[src/rtl/piso_shift_tx_if.sv]
// Handshake and serial-output bundle for piso_shift_tx.
// master drives word/load/shift_en; slave (the transmitter) drives the rest.
//
// d_par      word to send            load_valid  d_par holds a word
// load_ready word accepted this cycle shift_en    advance one serial bit
// d_out      serial data             out_valid   d_out holds a data bit
// busy       word in flight          done        one-cycle end-of-word pulse
interface piso_shift_tx_if #(
    parameter int WIDTH = 4
);
    logic [WIDTH-1:0] d_par;
    logic             load_valid;
    logic             load_ready;
    logic             shift_en;
    logic             d_out;
    logic             out_valid;
    logic             busy;
    logic             done;

    modport master (
        output d_par,
        output load_valid,
        output shift_en,
        input  load_ready,
        input  d_out,
        input  out_valid,
        input  busy,
        input  done
    );

    modport slave (
        input  d_par,
        input  load_valid,
        input  shift_en,
        output load_ready,
        output d_out,
        output out_valid,
        output busy,
        output done
    );
endinterface

[src/rtl/piso_shift_tx.sv]
// Parallel-in, serial-out shift transmitter with valid/ready word loading.
// Ports: clk, reset (async, active-low), bus (piso_shift_tx_if.slave):
//   d_par/load_valid/load_ready word handshake, shift_en bit advance,
//   d_out/out_valid serial stream, busy word in flight, done end-of-word pulse.
//   All outputs registered except load_ready.
module piso_shift_tx #(
    parameter int WIDTH     = 4,
    parameter bit MSB_FIRST = 1'b1
) (
    input  logic            clk,
    input  logic            reset,
    piso_shift_tx_if.slave  bus
);
    localparam int CW = $clog2(WIDTH);
    localparam logic [CW-1:0] LAST = CW'(WIDTH - 1);

    typedef enum logic {
        IDLE,
        SHIFT
    } state_t;

    state_t           state_q, state_d;
    logic [WIDTH-1:0] sr_q, sr_d;
    logic [WIDTH-1:0] sr_adv;
    logic [CW-1:0]    cnt_q, cnt_d;
    logic             d_out_q, d_out_d;
    logic             out_valid_q, out_valid_d;
    logic             busy_q, busy_d;
    logic             done_q, done_d;
    logic             last_bit;
    logic             load_ready;
    logic             accept;

    // The bit presented on d_out always sits at the leading end of sr.
    function automatic logic lead_bit(input logic [WIDTH-1:0] w);
        return MSB_FIRST ? w[WIDTH-1] : w[0];
    endfunction

    assign sr_adv = MSB_FIRST ? {sr_q[WIDTH-2:0], 1'b0}
                              : {1'b0, sr_q[WIDTH-1:1]};

    // Last bit is being consumed this cycle; a new word may follow
    // with no gap.
    assign last_bit   = (state_q == SHIFT) && (cnt_q == LAST)
                        && bus.shift_en;
    assign load_ready = (state_q == IDLE) || last_bit;
    assign accept     = bus.load_valid && load_ready;

    always_comb begin
        state_d     = state_q;
        sr_d        = sr_q;
        cnt_d       = cnt_q;
        d_out_d     = d_out_q;
        out_valid_d = out_valid_q;
        busy_d      = busy_q;
        done_d      = 1'b0;
        unique case (state_q)
            IDLE: begin
                if (accept) begin
                    state_d     = SHIFT;
                    sr_d        = bus.d_par;
                    cnt_d       = '0;
                    d_out_d     = lead_bit(bus.d_par);
                    out_valid_d = 1'b1;
                    busy_d      = 1'b1;
                end
            end
            SHIFT: begin
                if (bus.shift_en) begin
                    if (cnt_q == LAST) begin
                        done_d = 1'b1;
                        cnt_d  = '0;
                        if (accept) begin
                            sr_d    = bus.d_par;
                            d_out_d = lead_bit(bus.d_par);
                        end else begin
                            state_d     = IDLE;
                            sr_d        = '0;
                            d_out_d     = 1'b0;
                            out_valid_d = 1'b0;
                            busy_d      = 1'b0;
                        end
                    end else begin
                        sr_d    = sr_adv;
                        cnt_d   = cnt_q + 1'b1;
                        d_out_d = lead_bit(sr_adv);
                    end
                end
            end
            default: begin
                state_d = IDLE;
            end
        endcase
    end

    always_ff @(posedge clk or negedge reset) begin
        if (!reset) begin
            state_q     <= IDLE;
            sr_q        <= '0;
            cnt_q       <= '0;
            d_out_q     <= 1'b0;
            out_valid_q <= 1'b0;
            busy_q      <= 1'b0;
            done_q      <= 1'b0;
        end else begin
            state_q     <= state_d;
            sr_q        <= sr_d;
            cnt_q       <= cnt_d;
            d_out_q     <= d_out_d;
            out_valid_q <= out_valid_d;
            busy_q      <= busy_d;
            done_q      <= done_d;
        end
    end

    assign bus.load_ready = load_ready;
    assign bus.d_out      = d_out_q;
    assign bus.out_valid  = out_valid_q;
    assign bus.busy       = busy_q;
    assign bus.done       = done_q;
endmodule

[src/flat_wrapper.sv]
// flat-port wrapper written by rule: the top's interface ports become plain ports
module piso_shift_tx_flat 
#(
    parameter int WIDTH     = 4,
    parameter bit MSB_FIRST = 1'b1
)
  (clk, reset, bus_d_par, bus_load_valid, bus_shift_en, bus_load_ready, bus_d_out, bus_out_valid, bus_busy, bus_done);
  piso_shift_tx_if #(.WIDTH(WIDTH)) bus_i ();
  input  logic clk;
  input  logic reset;
  input wire logic [$bits(bus_i.d_par)-1:0] bus_d_par;
  input wire logic [$bits(bus_i.load_valid)-1:0] bus_load_valid;
  input wire logic [$bits(bus_i.shift_en)-1:0] bus_shift_en;
  output wire logic [$bits(bus_i.load_ready)-1:0] bus_load_ready;
  output wire logic [$bits(bus_i.d_out)-1:0] bus_d_out;
  output wire logic [$bits(bus_i.out_valid)-1:0] bus_out_valid;
  output wire logic [$bits(bus_i.busy)-1:0] bus_busy;
  output wire logic [$bits(bus_i.done)-1:0] bus_done;
  assign bus_i.d_par = bus_d_par;
  assign bus_i.load_valid = bus_load_valid;
  assign bus_i.shift_en = bus_shift_en;
  assign bus_load_ready = bus_i.load_ready;
  assign bus_d_out = bus_i.d_out;
  assign bus_out_valid = bus_i.out_valid;
  assign bus_busy = bus_i.busy;
  assign bus_done = bus_i.done;
  piso_shift_tx #(.WIDTH(WIDTH), .MSB_FIRST(MSB_FIRST)) u_core (.clk(clk), .reset(reset), .bus(bus_i));
endmodule
[config.mk]
export PLATFORM = sky130hd
export DESIGN_NAME = piso_shift_tx_flat
export DESIGN_NICKNAME = d
export VERILOG_FILES = /design/src/rtl/piso_shift_tx_if.sv /design/src/rtl/piso_shift_tx.sv /design/src/flat_wrapper.sv
export SDC_FILE = /design/constraint.sdc
export NUM_CORES = 1
export LEC_CHECK = 0
export ABC_AREA = 1
export CORE_AREA = 2 2 39 41
export CTS_BUF_LIST = sky130_fd_sc_hd__clkbuf_16
export DETAILED_ROUTE_END_ITERATION = 8
export DIE_AREA = 0 0 41 43
export PLACE_DENSITY_LB_ADDON = 0.3
export RECOVER_POWER = 100
export SLEW_MARGIN = 20
export SYNTH_ARGS = -nofsm -noshare
export SYNTH_HDL_FRONTEND = slang
export SYNTH_SLANG_ARGS = --single-unit
[constraint.sdc]
create_clock -name clk -period 1.28 [get_ports clk]
set_input_delay 0.256 -clock clk [delete_from_list [all_inputs] [get_ports clk]]
set_output_delay 0.256 -clock clk [all_outputs]
set_load 0.02 [all_outputs]
==> impl_metrics.ini, run 1 <==
[place]
dp_hpwl_um = 654
numPortBuffers = 12
place.gp.congestion = 0.775

[timing]
rsz0062_at_grt = yes
worst_slack_ns = -0.0309
worstMarginPinSlew_ns = 0.427
finalMaxSlewViolations = 0
setup_violations = 1
max_freq_mhz = 763
max_slew_margin = 0.714
skew_ns = 0.000226
timing.final.crit_share = 1.02
hold_ws_ns = 0.400
hold_viol_final = 0
layout_min_cycle_time_ns = 1.31

[cts]
cts_tree = yes
cts-hold-fix-buffers = 0
clk_path_buf_depth = 2
htreeDepth = 1
insertion_delay_ns = 0.23
path_clk_slew_ns = 0.04
cts.sinks = 9
cts_root_buf = clkbuf_16
cts_buffers = 3

[synth]
syn_inst = 61
ys_ff_latch = 9
ys_types = 10
yosysSeqAreaShare = 0.507
yosysWarnings = 0
syn-num-nets = 70
synth.cell_area_um2 = 444
syn_avg_cell_area_um2 = 7.28

[routing]
drtIter0Drc = 8
routedWlPerCell_um = 9.64
first_pass_iters = 4
viasPerCell = 4.35
drc_errors = 0
drtAntennaViolNets = 0
vias = 426
drt_wl_total_um = 945

[finish]
layout_commonest_cell = nand2_1
final_cell_mix = nand2_1, inv_1, dfrtp_1
n_antenna_cell = 0
fin_nets = 92
area.growth.synth_to_final_pct = 65.6
drive_above_1_share = 0.220

[grt]
antenna_found_initial = 0
grt_usage = 0.130
grt_pass1_wl_um = 1490
grt_max_degree = 10
globalRouteOverflowTotal = 0
grt_pass1_vias = 358

[floorplan]
ios = 13
die_width_um = 41
fp-row-count = 14
start_util = 0.321
fp.coreArea_um2 = 1380
dieHeight_um = 43
dieArea_um2 = 1760

[worst_hold_path]
worstHoldPathType = input port to asynchronous set/reset pin

[critical_path]
start_kind = flip-flop
crit_arrival_ns = 1.05
worst-path-max-fanout = 2
crit_type = flip-flop to output pin
required_ns = 1.02
cp-end-kind = output pin
r2r_cells = 9

[pwr]
ir_drop_uv = 1010
power_w = 0.00172
power_density_nw_per_um2 = 2330
leakage_nw = 0.408

[job]
cap_viol_max_count = 0

[status]
status = complete, but fails checks
violations = setup timing
==> cells in the mapped netlist <==
| master | instances | share of area |
|---|---|---|
| nand2_1 | 29 | 0.25 |
| dfrtp_1 | 9 | 0.51 |
| inv_1 | 9 | 0.076 |
| nor2_1 | 6 | 0.051 |
| nand3_1 | 2 | 0.023 |
| o21ai_0 | 2 | 0.023 |
| buf_4 | 1 | 0.017 |
| ha_1 | 1 | 0.028 |
| nand2_2 | 1 | 0.014 |
| o21a_1 | 1 | 0.017 |
==> report_power, final <==
group	total [W]	switching (W)	internal, W
logic	0.000711	0.000388	0.000324
registers	0.000465	0.0000704	0.000395
clock network	0.000539	0.000132	0.000408
==> cells by family after synthesis <==
group | Yosys count | share of synthesized area
compound gates | 3 | 0.0394
fa+ha+maj | 1 | 0.0282
flops | 9 | 0.507
buf+inv | 10 | 0.0930
simple gates | 38 | 0.332
==> final cells by class <==
type                    instances  area (um2)
well taps                      16        20.0
fillers                       130         648
clock buffers                   3        75.1
clock inverters                 1        3.75
multi-input cells              42         210
flip-flops and latches          9         225
inverters                       9        36.3
repair buffers                 18         165
==> per-stage QoR <==
step | utilization | setup TNS (ns) | std cells | setup WS, ns | instance area (um2)
global placement | 0.449 | -0.821 | 94 | -0.449 | 622
CTS | 0.510 | -0.0651 | 98 | -0.0651 | 706
global route | 0.532 | -0.0630 | 98 | -0.0630 | 736
detailed placement | 0.449 | -0.767 | 94 | -0.439 | 622
finish | 0.532 | -0.0309 | 98 | -0.0309 | 736
floorplan | - | 0 | 61 | 0.0286 | 444
==> critical path, stage by stage, from the launching register on <==
cell and delay (ns):
dfrtp_1 0.40, ha_4 0.18, nand2_2 0.05, nand2_2 0.05, buf_6 0.13
==> path summary, 6_finish.rpt <==
path	start	to	slack, ns
max in group asynchronous	reset	u_core.sr_q[1]	0.58
min in group clk	u_core.sr_q[0]	u_core.sr_q[0]	0.47
setup reg to reg	u_core.cnt_q[1]	u_core.bus.d_out	0.06
hold / removal	reset	u_core.bus.done	0.40
hold reg to reg	u_core.sr_q[0]	u_core.sr_q[0]	0.47
setup / recovery	u_core.cnt_q[1]	bus_load_ready	-0.03
==> flip-flops by register name, indices dropped and copies added, names as in the netlist <==
| signal | flops |
|---|---|
| u_core.bus.busy | 1 |
| u_core.bus.d_out | 1 |
| u_core.bus.done | 1 |
| u_core.cnt_q | 2 |
| u_core.sr_q | 3 |
| u_core.state_q | 1 |
==> per-layer routing <==
metal	up-vias	share of wire	track usage
met5	-	0	0
met2	9	0.47	0.163
met3	4	0.031	0.0157
met1	188	0.46	0.185
met4	0	0.032	0.120
li1	225	-	-
==> what timing repair did <==
item,in CTS,in global routing
setup endpoints to repair,9,5
resized for setup,12,9
gates cloned,0,0
buffers inserted,0,0
pin swaps,0,5
(Power assumes the default switching activity.)
==> inputs of run 2 (changes only) <==
ABC_CLOCK_PERIOD_IN_PS = 1280   (was unset)
SETUP_SLACK_MARGIN = 0.05   (was unset)
==> impl_metrics.ini, run 2 (synthesis gave the netlist of run 1 again) <==
[status]
status = complete, but fails checks
violations = setup timing

[floorplan]
die_width_um = 41
start_util = 0.321
dieArea_um2 = 1760
fp-row-count = 14
fp.coreArea_um2 = 1380
dieHeight_um = 43
ios = 13

[routing]
first_pass_iters = 1
drt_wl_total_um = 961
drtIter0Drc = 0
viasPerCell = 4.32
drtAntennaViolNets = 0
drc_errors = 0
routedWlPerCell_um = 9.71
vias = 428

[finish]
top_register = u_core.sr_q
reg_top3 = u_core.sr_q: 3 flops, u_core.cnt_q: 2 flops
fin_nets = 93
drive_above_1_share = 0.277
fillCellCount = 133
multi_input_area_um2 = 223
layout_commonest_cell = nand2_1
seqCellArea_um2 = 225
final_cell_mix = nand2_1, dfrtp_1, inv_1
area.growth.synth_to_final_pct = 69.3
largest_register_ffs = 3
n_antenna_cell = 0

[grt]
globalRouteOverflowTotal = 0
grt_usage = 0.131
grt_pass1_wl_um = 1450
antenna_found_initial = 0
grt_max_degree = 10
grt_pass1_vias = 352

[pwr]
switching_share = 0.352
p_int_w = 0.00114
power_frac_seq = 0.257
leakage_nw = 0.414
p_comb_frac = 0.434
power_w = 0.00177
power.switching_w = 0.000623
power_density_nw_per_um2 = 2350
clockPowerShare = 0.309
ir_drop_uv = 1340

[timing]
skew_ns = 0.00348
rsz0062_at_grt = yes
worst_slack_ns = -0.0567
max_freq_mhz = 748
hold_viol_final = 0
setup_violations = 1
timing.final.crit_share = 1.04
finalMaxSlewViolations = 0
worstMarginPinSlew_ns = 0.410
hold_ws_ns = 0.389
max_slew_margin = 0.726
layout_min_cycle_time_ns = 1.34

[cts]
cts-hold-fix-buffers = 0
cts_buffers = 3
htreeDepth = 1
cts.sinks = 9
cts_tree = yes
insertion_delay_ns = 0.23
clk_path_buf_depth = 2
path_clk_slew_ns = 0.04
cts_root_buf = clkbuf_16

[critical_path]
max_stage_delay_ns = 0.39
required_ns = 1.02
cp_cell_sequence = ha_2 > nand2_2 > nand2_2 > buf_6
crit_type = flip-flop to output pin
cp_num_buf_inv = 1
critPathSlowestCell = dfrtp_1
crit_top_cell = nand2_2
crit_arrival_ns = 1.08
worst-path-max-fanout = 3
start_kind = flip-flop
cp-end-kind = output pin
r2r_setup_slack_ns = 0.02
crit_family = flip-flops

[worst_hold_path]
worstHoldPathType = input port to asynchronous set/reset pin

[place]
dp_hpwl_um = 634
place.gp.congestion = 0.770
numPortBuffers = 12
dp_slack_ns = -0.466

[job]
cap_viol_max_count = 0
## run 2: cell type report
cell class	instances	share of cell area
clock buffer	3	0.0998
multi-input combinational	42	0.296
sequential	9	0.300
timing repair buffer	19	0.225
clock inverter	1	0.00499
tap	16	0.0266
inverter	9	0.0483
## run 2: power groups by stage
stage | combinational (W) | clock, W | sequential, W
2_1_floorplan | 0.000355 | 0 | 0.000499
3_3_place_gp | 0.000639 | 0 | 0.000452
3_5_place_dp | 0.000641 | 0 | 0.000456
4_1_cts | 0.000624 | 0.000561 | 0.000454
5_1_grt | 0.000839 | 0.000581 | 0.000470
6_report | 0.000767 | 0.000546 | 0.000455
## run 2: worst paths after layout
path	depth (start not counted)	from	to
worst max-delay path	4	u_core.cnt_q[0]	bus_load_ready
worst min-delay path	1	reset	u_core.bus.busy
worst max register to register	9	u_core.cnt_q[0]	u_core.bus.d_out
worst min register to register	2	u_core.bus.d_out	u_core.bus.d_out
max in group asynchronous	1	reset	u_core.sr_q[2]
min in group clk	2	u_core.bus.d_out	u_core.bus.d_out
## run 2: what timing repair did
item                       CTS  global route
buffers inserted             0             2
gates resized for setup     12            13
pin swaps                    2             7
setup endpoints to repair    9             7
## run 2: routing by layer
layer  up-vias  GRT usage  wire length, um
met3         2     0.0157               15
met4         0      0.140               19
met1       197      0.168              434
met5         -          0                0
li1        224          -                -
met2         5      0.172              490
## run 2: per-stage QoR
stage | setup TNS (ns) | util | cells | area, um2
floorplan | 0 | - | 61 | 447
global placement | -0.661 | 0.446 | 93 | 617
detailed placement | -0.718 | 0.446 | 93 | 617
CTS | -0.0979 | 0.503 | 97 | 696
global route | -0.175 | 0.543 | 99 | 752
finish | -0.0567 | 0.543 | 99 | 752
